## src/rtl/ebpc_pkg.sv

```systemverilog
// ebpc_pkg: shared widths and the delta bit-plane block type of the EBPC codec.
package ebpc_pkg;
    localparam int DATA_W     = 8;
    localparam int BLOCK_SIZE = 8;
    localparam int CNT_W      = $clog2(DATA_W + 1);
    localparam int PAD_W      = DATA_W - BLOCK_SIZE + 1;

    typedef struct packed {
        logic [DATA_W-1:0]                 base;
        logic [DATA_W:0][BLOCK_SIZE-2:0]   dbp;
    } dbp_block_t;
endpackage

```

## src/rtl/dbp_serializer.sv

```systemverilog
// dbp_serializer: streams one dbp_block_t as its base word followed by the
// DATA_W+1 bit-planes, dbp[0] first, each beat tagged for the ZRLE stage.
module dbp_serializer
    import ebpc_pkg::*;
(
    input  logic              clk_i,
    input  logic              rst_ni,
    input  dbp_block_t        data_i,
    input  logic              vld_i,
    output logic              rdy_o,
    output logic [DATA_W-1:0] data_o,
    output logic              base_o,
    output logic              zero_o,
    output logic              last_o,
    output logic              vld_o,
    input  logic              rdy_i,
    input  logic              clr_i
);
    typedef enum logic [1:0] {S_IDLE, S_BASE, S_PLANES} ser_state_t;

    ser_state_t       state_q, state_d;
    logic [CNT_W-1:0] cnt_q, cnt_d;
    dbp_block_t       blk_q, blk_d;
    logic             at_last;

    assign at_last = cnt_q == CNT_W'(DATA_W);

    always_ff @(posedge clk_i or negedge rst_ni) begin
        if (!rst_ni) begin
            state_q <= S_IDLE;
            cnt_q   <= '0;
            blk_q   <= '0;
        end else begin
            state_q <= state_d;
            cnt_q   <= cnt_d;
            blk_q   <= blk_d;
        end
    end

    always_comb begin
        state_d = state_q;
        cnt_d   = cnt_q;
        blk_d   = blk_q;
        rdy_o   = 1'b0;
        vld_o   = 1'b0;
        data_o  = '0;
        base_o  = 1'b0;
        zero_o  = 1'b0;
        last_o  = 1'b0;
        if (clr_i) begin
            state_d = S_IDLE;
            cnt_d   = '0;
            blk_d   = '0;
        end else begin
            case (state_q)
                S_IDLE: begin
                    rdy_o = 1'b1;
                    if (vld_i) begin
                        blk_d   = data_i;
                        state_d = S_BASE;
                    end
                end
                S_BASE: begin
                    vld_o  = 1'b1;
                    data_o = blk_q.base;
                    base_o = 1'b1;
                    if (rdy_i) begin
                        cnt_d   = '0;
                        state_d = S_PLANES;
                    end
                end
                S_PLANES: begin
                    vld_o  = 1'b1;
                    data_o = {blk_q.dbp[cnt_q], {PAD_W{1'b0}}};
                    zero_o = blk_q.dbp[cnt_q] == '0;
                    last_o = at_last;
                    // Final beat doubles as the accept slot for the next block.
                    if (rdy_i && at_last) begin
                        rdy_o   = vld_i;
                        blk_d   = vld_i ? data_i : blk_q;
                        state_d = vld_i ? S_BASE : S_IDLE;
                    end else if (rdy_i) begin
                        cnt_d = cnt_q + CNT_W'(1);
                    end
                end
                default: state_d = S_IDLE;
            endcase
        end
    end
endmodule

```

## config.mk

```make
export PLATFORM = sky130hd
export DESIGN_NAME = dbp_serializer
export DESIGN_NICKNAME = d
export VERILOG_FILES = /design/src/rtl/ebpc_pkg.sv /design/src/rtl/dbp_serializer.sv
export SDC_FILE = /design/constraint.sdc
export NUM_CORES = 1
export LEC_CHECK = 0
export BUFFER_PORTS_ARGS = -buffer_cell sky130_fd_sc_hd__buf_2
export CAP_MARGIN = 20
export CORE_UTILIZATION = 59
export DETAILED_ROUTE_END_ITERATION = 16
export PLACE_DENSITY = 0.9
export SYNTH_ARGS = -nofsm -noshare
export SYNTH_HDL_FRONTEND = slang
export SYNTH_SLANG_ARGS = --single-unit
```

## constraint.sdc

```tcl
create_clock -name clk_i -period 3.8 [get_ports clk_i]
set_clock_uncertainty 0.2 [all_clocks]
set_input_delay 0.76 -clock clk_i [delete_from_list [all_inputs] [get_ports clk_i]]
set_output_delay 0.76 -clock clk_i [all_outputs]
set_load 0.05 [all_outputs]
```

==> results.py, run 1 <==
metrics = {
    "status": {
        "status": "complete, no violations",
    },
    "logic_synthesis": {
        "synth_compound_area_share_pct": 14.63,
        "synth_edf_count": 0,
        "synth_top_family_by_area": "simple AND/OR/NAND/NOR gates",
        "syn-num-nets": 524,
        "synthArstFlopShare_pct": 100.0,
        "synth_largest_area_cell": "dfrtp_1",
        "yosys_warnings": 0,
        "ys_ff_latch": 77,
        "synth_top_area_share_pct": 47.14,
        "synth_fa_ha_area_share_pct": 1.837,
        "ys.flop_type": "dfrtp_1",
        "syn_avg_cell_area_um2": 9.248,
        "synth_mux_area_share_pct": 7.805,
        "syn-cell-area_um2": 4088,
        "post_synth_and_or_nand_nor_area_fraction_pct": 24.24,
        "syn_inst": 442,
        "synth_xor_area_share_pct": 0,
        "yosysSeqAreaShare_pct": 47.14,
        "yosysUniqueCellTypes": 39,
        "synth_area_leaders": "dfrtp_1, nand2b_1, o21ai_0",
    },
    "pwr": {
        "power.internal_mw": 1.570,
        "power_frac_seq_pct": 44.9,
        "p_leak_nw": 2.147,
        "sw_frac_of_total_pct": 31.78,
        "ir_drop_mv": 0.2660,
        "powerDensity_nw_per_um2": 484.4,
        "p_clk_share_pct": 29.1,
        "p_comb_share_pct": 26.0,
        "power.switching_uw": 731.1,
    },
    "setup_path": {
        "critPathLaunchType": "register",
        "path_class": "register to output pin",
        "required_ns": 2.84,
        "cp_max_fo": 20,
        "cpPeakStageDelay_ns": 0.53,
        "path_common_cell": "nor2_1",
        "endpoint_kind": "output pin",
        "cp_slowest_cell": "mux4_2",
        "crit_arrival_ns": 2.68,
        "crit_chain": "buf_4 > mux4_2 > nor2_1 > o31ai_1 > or4_1 > nor2_1 > buf_2",
    },
    "clock_tree": {
        "root_buffer": "clkbuf_8",
        "ctsResizeCount": 0,
        "clk_pin_slew_ns": 0.07,
        "cts.sinks": 77,
        "clock_path_buffers": 2,
        "cts_htree_levels": 3,
        "cts-hold-fix-buffers": 0,
        "cts_tree": "built",
        "cts_buffers": 9,
        "insertion_delay_ns": 0.34,
        "post_cts_buffers": 0,
    },
    "route": {
        "drt-pass1-iter-count": 8,
        "wl_um": 9292,
        "vias_per_cell": 5.717,
        "vias": 3413,
        "wl_per_cell_um": 15.56,
        "drt_iter0_drc": 351,
        "antenna_left": 0,
        "remaining_drc_errors": 0,
    },
    "grt": {
        "grt_max_degree": 80,
        "grt_first_pass_wirelength_um": 15370,
        "grt_overflow": 0,
        "antenna_found_initial": 0,
        "grt_pass1_vias": 3306,
        "grt_usage_pct": 27.57,
    },
    "floorplan": {
        "core.rowCount": 29,
        "die_h_um": 85.24,
        "core_area_um2": 6531,
        "die_width_um": 85.24,
        "initial_core_util_pct": 62.59,
        "boundaryPins": 89,
        "die_area_um2": 7265,
    },
    "sta": {
        "fin_tns_setup_ns": 0,
        "slew_headroom_pct": 36.68,
        "rsz0062_at_grt": "false",
        "setup_ws_ns": 0.1584,
        "setup_violations": 0,
        "finalMaxSlewViolations": 0,
        "worst_slew_pin_slew_ns": 0.9498,
        "fin_crit_sh_pct": 95.83,
        "max_freq_ghz": 0.2746,
        "fin_crit_ns": 3.642,
        "hold_viol_final": 0,
    },
    "place": {
        "io_buffers": 88,
        "hpwl_um": 6557,
        "gp_congestion": 1.033,
        "placedInstanceArea_um2": 4536,
        "pre_cts_ws_ns": 0.5337,
    },
    "finish": {
        "syn_to_final_growth_pct": 16.19,
        "antennaDiodeCount": 0,
        "nets": 598,
        "fillers": 478,
        "drive_gt1_share_pct": 25.00,
        "design_area_um2": 4750,
    },
    "min_path": {
        "hold_path_class": "register to register",
    },
    "job": {
        "maxCapViolCount": 0,
    },
}
==> worst max-delay path, delay by kind of cell (launching register included) <==
kind | cells | cell delay [ns]
and+or+nand+nor | 3 | 0.79
buffers and inverters | 2 | 0.56
AOI/OAI and AO/OA | 1 | 0.10
DFF | 1 | 0.34
muxes | 1 | 0.53
==> final timing paths <==
path,from,to,slack [ns],cells after the start
min in group asynchronous,rst_ni,blk_q[64],0.35,1
worst min-delay path,blk_q[30],blk_q[30],0.28,2
worst max-delay path,cnt_q[0],zero_o,0.16,7
max in group asynchronous,rst_ni,blk_q[0],2.42,1
worst max register to register,cnt_q[1],blk_q[41],1.01,7
worst min register to register,blk_q[30],blk_q[30],0.28,2
==> synth_stat cells, types with 7 or more instances <==
cell type and instances:
a21oi_1 7, a22oi_1 7, buf_2 10, clkbuf_1 18, dfrtp_1 77, mux2_2 9, nand2_1 81, nand2b_1 74
nor2_1 13, nor2b_1 13, o21ai_0 74
==> area by class of cell <==
class                      instances  area, um^2  share of cell area (%)
clock buffer                      11       141.4                   2.977
clock inverter                     4       72.57                   1.528
inverter                           5       18.77                  0.3952
multi-input combinational        328        1998                   42.07
sequential                        77        1927                   40.57
tap                               77       96.34                   2.028
timing repair buffer              95       495.5                   10.43
==> sequential cells by signal, summed over array words and instances, names as in the netlist <==
signal and cells:
blk_q 71, cnt_q 4, state_q 2
==> cell usage in the layout, fill, tap and decap left out, drive strengths merged, types with 5 or more instances in the layout <==
master,count
a22oi,7
nand2,81
o22ai,6
nor2,13
inv,5
nor2b,13
mux4,7
o21ai,75
mux2,13
buf,95
ha,6
nand2b,74
a21oi,7
dfrtp,77
clkbuf,11
o31ai,6
==> kinds of logic after synthesis <==
group                    count (synthesis)
multiplexers                            20
flip-flops                              77
AO/OA/AOI/OAI                          108
AND/OR/NAND/NOR                        194
adder cells (fa/ha/maj)                  6
buffers and inverters                   37
==> per-layer routing <==
| metal | routed length, um | up-vias | part of all wire, % | GRT usage (%) |
|---|---|---|---|---|
| li1 | - | 1642 | - | - |
| met2 | 4505 | 141 | 48 | 45.82 |
| met4 | 318 | 0 | 3.4 | 12.79 |
| met3 | 511 | 35 | 5.5 | 4.572 |
| met1 | 3957 | 1595 | 43 | 35.63 |
| met5 | 0 | - | 0 | 0 |
==> stage by stage <==
| step | cells | util, % | hold slack (ns) | power, mW |
|---|---|---|---|---|
| 6_report | 597 | 72.72 | 0.2781 | 2.301 |
| 5_1_grt | 597 | 72.72 | 0.3096 | 2.413 |
| 4_1_cts | 597 | 72.72 | 0.2836 | 2.302 |
| 3_5_place_dp | 582 | 69.44 | 0.2672 | 1.635 |
| 3_3_place_gp | 582 | 69.44 | 0.2599 | 1.604 |
| 2_1_floorplan | 442 | - | 0.2416 | 1.458 |
==> power by group through the flow <==
| stage | Clock (mW) | Combinational (mW) | Sequential (mW) |
|---|---|---|---|
| floorplan | 0 | 0.448 | 1.01 |
| global placement | 0 | 0.564 | 1.04 |
| detailed placement | 0 | 0.592 | 1.04 |
| CTS | 0.674 | 0.596 | 1.03 |
| global route | 0.702 | 0.662 | 1.05 |
| finish | 0.669 | 0.599 | 1.03 |
(Power assumes the default switching activity.)
==> run 2: changes to the inputs <==
--- a/config.mk
+++ b/config.mk
@@ -9,7 +9,8 @@
 export CAP_MARGIN = 20
 export CORE_UTILIZATION = 59
 export DETAILED_ROUTE_END_ITERATION = 16
-export PLACE_DENSITY = 0.9
+export PLACE_DENSITY_LB_ADDON = 0.08
+export RECOVER_POWER = 25
 export SYNTH_ARGS = -nofsm -noshare
 export SYNTH_HDL_FRONTEND = slang
 export SYNTH_SLANG_ARGS = --single-unit
==> run 2 against run 1 <==
  * The run now ends with max-capacitance violations, max-slew violations left
  * Total power decreased by 0.57%
  * Cell count decreased by 0.34%
  * Final area is 0.37% lower
  * Combinational power decreased by 3%
  * First-iteration DRC count decreased by 33%
  * Maximum frequency grew 1.0%
  * Register-to-register slack better by 0.11 ns
  * Worst setup slack improved by 0.037 ns
  * Via count is 5.2% lower
  * Die area did not move
  * Critical path depth is the same
  * Highest routed layer unchanged
==> results.py, run 2 (same netlist as run 1, synthesis figures left out) <==
metrics = {
    "clock_tree": {
        "cts_htree_levels": 3,
        "cts-hold-fix-buffers": 0,
        "root_buffer": "clkbuf_8",
        "insertion_delay_ns": 0.35,
        "clock_path_buffers": 2,
        "cts_buffers": 9,
        "cts.sinks": 77,
        "cts_tree": "built",
        "clk_pin_slew_ns": 0.07,
        "ctsResizeCount": 0,
        "post_cts_buffers": 0,
    },
    "floorplan": {
        "core.rowCount": 29,
        "die_h_um": 85.24,
        "core_area_um2": 6531,
        "die_area_um2": 7265,
        "initial_core_util_pct": 62.59,
        "boundaryPins": 89,
        "die_width_um": 85.24,
    },
    "sta": {
        "max_freq_ghz": 0.2774,
        "slew_headroom_pct": -23.44,
        "hold_viol_final": 0,
        "fin_crit_ns": 3.605,
        "fin_crit_sh_pct": 94.86,
        "worst_hold_slack_ns": 0.2764,
        "setup_violations": 0,
        "rsz0062_at_grt": "false",
        "worst_slew_pin_slew_ns": 1.852,
        "fin_tns_setup_ns": 0,
        "finalMaxSlewViolations": 78,
    },
    "pwr": {
        "sw_frac_of_total_pct": 31.59,
        "power.internal_mw": 1.565,
        "p_clk_share_pct": 29.3,
        "power_frac_seq_pct": 45.4,
        "ir_drop_mv": 0.2736,
        "p_leak_nw": 2.137,
        "power.switching_uw": 722.6,
        "powerDensity_nw_per_um2": 483.4,
        "p_comb_share_pct": 25.4,
    },
    "status": {
        "status": "finished with violations",
        "failed_checks": "max-capacitance violations, max-slew violations",
    },
    "finish": {
        "largest_reg_flops": 71,
        "syn_to_final_growth_pct": 15.76,
        "final_cell_mix": "buf_2, nand2_1, dfrtp_1",
        "drive_gt1_share_pct": 24.71,
        "largestRegisters": "blk_q (71), cnt_q (4), state_q (2)",
        "design_area_um2": 4732,
        "antennaDiodeCount": 0,
        "nets": 596,
        "final_common_cell": "buf_2",
        "top_register": "blk_q",
    },
    "setup_path": {
        "crit_arrival_ns": 2.64,
        "endpoint_kind": "output pin",
        "cp_max_fo": 15,
        "required_ns": 2.84,
        "r2r_setup_slack_ns": 1.12,
        "reg2reg_depth": 7,
        "path_class": "register to output pin",
        "critPathLaunchType": "register",
    },
    "route": {
        "remaining_drc_errors": 0,
        "drt-pass1-iter-count": 4,
        "drt_iter0_drc": 235,
        "vias_per_cell": 5.435,
        "vias": 3234,
        "wl_per_cell_um": 14.89,
        "wl_um": 8859,
        "antenna_left": 0,
    },
    "place": {
        "io_buffers": 88,
        "placedInstanceArea_um2": 4521,
        "gp_congestion": 0.9008,
        "hpwl_um": 6278,
    },
    "grt": {
        "grt_pass1_vias": 3019,
        "grt_overflow": 0,
        "grt_usage_pct": 26.24,
        "grt_first_pass_wirelength_um": 14680,
        "antenna_found_initial": 0,
        "grt_max_degree": 80,
    },
    "min_path": {
        "hold_path_class": "register to register",
        "min_path_cells": 2,
    },
    "job": {
        "maxCapViolCount": 1,
    },
}
-- run 2: changes by cell type in the layout (fill, tap and decap cells not counted) --
cell and delta:
clkbuf_2 +1, buf_4 -3
-- run 2: layer usage --
metal | part of all wire (%) | vias up | GRT usage, %
met1 | 47 | 1483 | 37.49
met4 | 2.4 | 0 | 10.79
li1 | - | 1639 | -
met5 | 0 | - | 0
met2 | 46 | 93 | 39.52
met3 | 4.8 | 19 | 5.253
-- run 2: final cells by class --
type	instances	area, um^2
multi-input combinational	328	1998
inverter	5	18.77
fill	517	1799
timing repair buffer	93	478.0
clock buffer	11	141.4
sequential	77	1927
tap	77	96.34
clock inverter	4	72.57
-- run 2: worst paths after layout --
| path | start | to |
|---|---|---|
| max in group asynchronous | rst_ni | blk_q[0] |
| hold reg to reg | blk_q[38] | blk_q[38] |
| setup reg to reg | cnt_q[1] | blk_q[43] |
| setup / recovery | cnt_q[0] | zero_o |
| hold / removal | blk_q[38] | blk_q[38] |
| min in group asynchronous | rst_ni | blk_q[63] |
-- run 2: power groups by stage --
stage	combinational, mW	clock (mW)	sequential, mW
finish	0.580	0.670	1.04
CTS	0.583	0.683	1.04
floorplan	0.448	0	1.01
global placement	0.564	0	1.05
detailed placement	0.581	0	1.05
global route	0.650	0.706	1.05
-- run 2: critical path, cell delays in order, from the launching register on --
cell and delay (ns):
dfrtp_1 0.35, buf_4 0.24, mux4_1 0.60, nor2_1 0.12, o41ai_1 0.11, or4_1 0.42
nor2_1 0.17, buf_2 0.29
-- run 2: per-stage QoR --
step	power (mW)	setup WS [ns]	utilization, %	cells
after floorplan	1.458	0.1918	-	442
after global placement	1.618	0.6453	69.21	580
after detailed placement	1.631	0.5914	69.21	580
after CTS	2.303	0.2012	72.49	595
after global routing	2.407	0.05938	72.45	595
final	2.288	0.1952	72.45	595
==> run 3: changes to the inputs <==
--- a/config.mk
+++ b/config.mk
@@ -9,7 +9,7 @@
 export CAP_MARGIN = 20
 export CORE_UTILIZATION = 59
 export DETAILED_ROUTE_END_ITERATION = 16
-export PLACE_DENSITY_LB_ADDON = 0.08
+export PLACE_DENSITY = 0.95
 export RECOVER_POWER = 25
 export SYNTH_ARGS = -nofsm -noshare
 export SYNTH_HDL_FRONTEND = slang
==> run 3 against run 2 <==
  * The flow still finishes with violations (max-capacitance violations, max-slew violations)
  * Clock power fell by 8.4%
  * First-iteration DRC count rose by 36%
  * Critical path depth fell by 1
  * Register-to-register slack got worse by 0.06 ns
  * Final area fell by 0.34%
  * Count of clock-buffer cells in the layout fell by 2
  * Wire length rose by 0.26%
  * Global-route usage rose by 0.23 points
  * Cell count rose by 0.17%
  * Combinational power rose by 1%
  * Via count rose by 2.5%
==> results.py, run 3 (same netlist as run 1, synthesis figures left out) <==
metrics = {
    "route": {
        "remaining_drc_errors": 0,
        "wl_per_cell_um": 14.90,
        "vias_per_cell": 5.564,
        "antenna_left": 0,
        "wl_um": 8882,
        "drt-pass1-iter-count": 6,
        "vias": 3316,
        "drt_iter0_drc": 320,
    },
    "sta": {
        "slew_headroom_pct": -22.81,
        "fin_crit_sh_pct": 95.15,
        "rsz0062_at_grt": "false",
        "fin_tns_setup_ns": 0,
        "finalMaxSlewViolations": 78,
        "max_freq_ghz": 0.2766,
        "worst_slew_pin_slew_ns": 1.842,
        "worst_hold_slack_ns": 0.2772,
        "fin_crit_ns": 3.616,
        "setup_violations": 0,
        "hold_viol_final": 0,
    },
    "floorplan": {
        "die_area_um2": 7265,
        "core_area_um2": 6531,
        "die_width_um": 85.24,
        "core.rowCount": 29,
        "initial_core_util_pct": 62.59,
        "die_h_um": 85.24,
        "boundaryPins": 89,
    },
    "setup_path": {
        "endpoint_kind": "output pin",
        "required_ns": 2.84,
        "critPathTopFamily": "simple AND/OR/NAND/NOR gates",
        "crit_chain": "nand2_1 > o22ai_1 > o31ai_1 > or4_1 > nor2_1 > buf_2",
        "r2r_setup_slack_ns": 1.06,
        "cpPeakStageDelay_ns": 0.68,
        "crit_arrival_ns": 2.66,
        "cp_max_fo": 14,
        "path_class": "register to output pin",
        "critPathLaunchType": "register",
        "crit_buf_inv": 1,
        "cp_slowest_cell": "dfrtp_1",
    },
    "pwr": {
        "p_leak_nw": 2.131,
        "ir_drop_mv": 0.2659,
        "powerDensity_nw_per_um2": 473.5,
    },
    "finish": {
        "antennaDiodeCount": 0,
        "largestRegisters": "blk_q (71), cnt_q (4), state_q (2)",
        "final_common_cell": "buf_2",
        "largest_reg_flops": 71,
        "nets": 596,
        "final_cell_mix": "buf_2, nand2_1, dfrtp_1",
        "top_register": "blk_q",
        "syn_to_final_growth_pct": 15.37,
        "stdcell_count": 596,
        "drive_gt1_share_pct": 25.05,
    },
    "clock_tree": {
        "ctsResizeCount": 0,
        "cts-hold-fix-buffers": 0,
        "root_buffer": "clkbuf_8",
        "cts_buffers": 9,
        "cts_tree": "built",
        "clk_pin_slew_ns": 0.08,
        "insertion_delay_ns": 0.35,
        "post_cts_buffers": 0,
        "cts.sinks": 77,
        "clock_path_buffers": 2,
        "cts_htree_levels": 3,
    },
    "grt": {
        "grt_max_degree": 78,
        "grt_pass1_vias": 3153,
        "grt_first_pass_wirelength_um": 14950,
        "grt_usage_pct": 26.47,
        "antenna_found_initial": 0,
        "grt_overflow": 0,
    },
    "status": {
        "status": "finished with violations",
        "failed_checks": "max-capacitance violations, max-slew violations",
    },
    "job": {
        "maxCapViolCount": 1,
    },
    "min_path": {
        "hold_path_class": "register to register",
    },
    "place": {
        "gp_congestion": 0.9820,
        "dp_cells": 580,
        "hpwl_um": 6569,
        "io_buffers": 88,
    },
}
[run 3: cell count changes in the layout (fill, tap and decap cells not counted), sizes merged]
cell / before / now
clkinv: 1 / 4
inv: 5 / 6
bufinv: 2 / 1
clkbuf: 12 / 10
[run 3: metal layers]
metal | track usage, % | wire length [um]
met1 | 36.94 | 3949
met2 | 41.79 | 4320
met3 | 5.253 | 463
met4 | 9.245 | 148
met5 | 0 | 0
[run 3: power by group]
part           total (mW)  internal [mW]  switching [mW]
Combinational       0.587          0.235           0.352
Sequential           1.03          0.947          0.0850
Clock               0.614          0.305           0.309
[run 3: cell type report]
cell class | instances | area, um^2
inverters | 5 | 18.77
flip-flops and latches | 77 | 1927
repair buffers | 93 | 478.0
well taps | 77 | 96.34
multi-input cells | 328 | 1998
clock inverters | 7 | 73.82
fillers | 480 | 1815
clock buffers | 9 | 123.9
[run 3: worst reg2reg max path, cell delays in order, from the launching register on]
cell and delay, ns:
dfrtp_1 0.68, inv_1 0.14, ha_1 0.22, nand3b_1 0.21, o21ai_1 0.16, a31oi_4 0.23, buf_4 0.52, o21ai_0 0.24
[run 3: worst paths after layout]
kind,to,cells after the start,startpoint
hold reg to reg,blk_q[31],2,blk_q[31]
min in group asynchronous,blk_q[23],1,rst_ni
setup / recovery,zero_o,6,cnt_q[1]
hold / removal,blk_q[31],2,blk_q[31]
max in group asynchronous,blk_q[65],1,rst_ni
setup reg to reg,blk_q[23],7,cnt_q[1]
[run 3: per-stage QoR]
step                setup WS (ns)  area, um^2  total power [mW]  utilization (%)
floorplan                  0.1918        4088             1.458                -
global placement           0.6205        4521             1.604            69.21
detailed placement         0.5826        4521             1.630            69.21
CTS                        0.1983        4718             2.242            72.24
global route              0.05460        4716             2.359            72.20
finish                     0.1845        4716             2.233            72.20
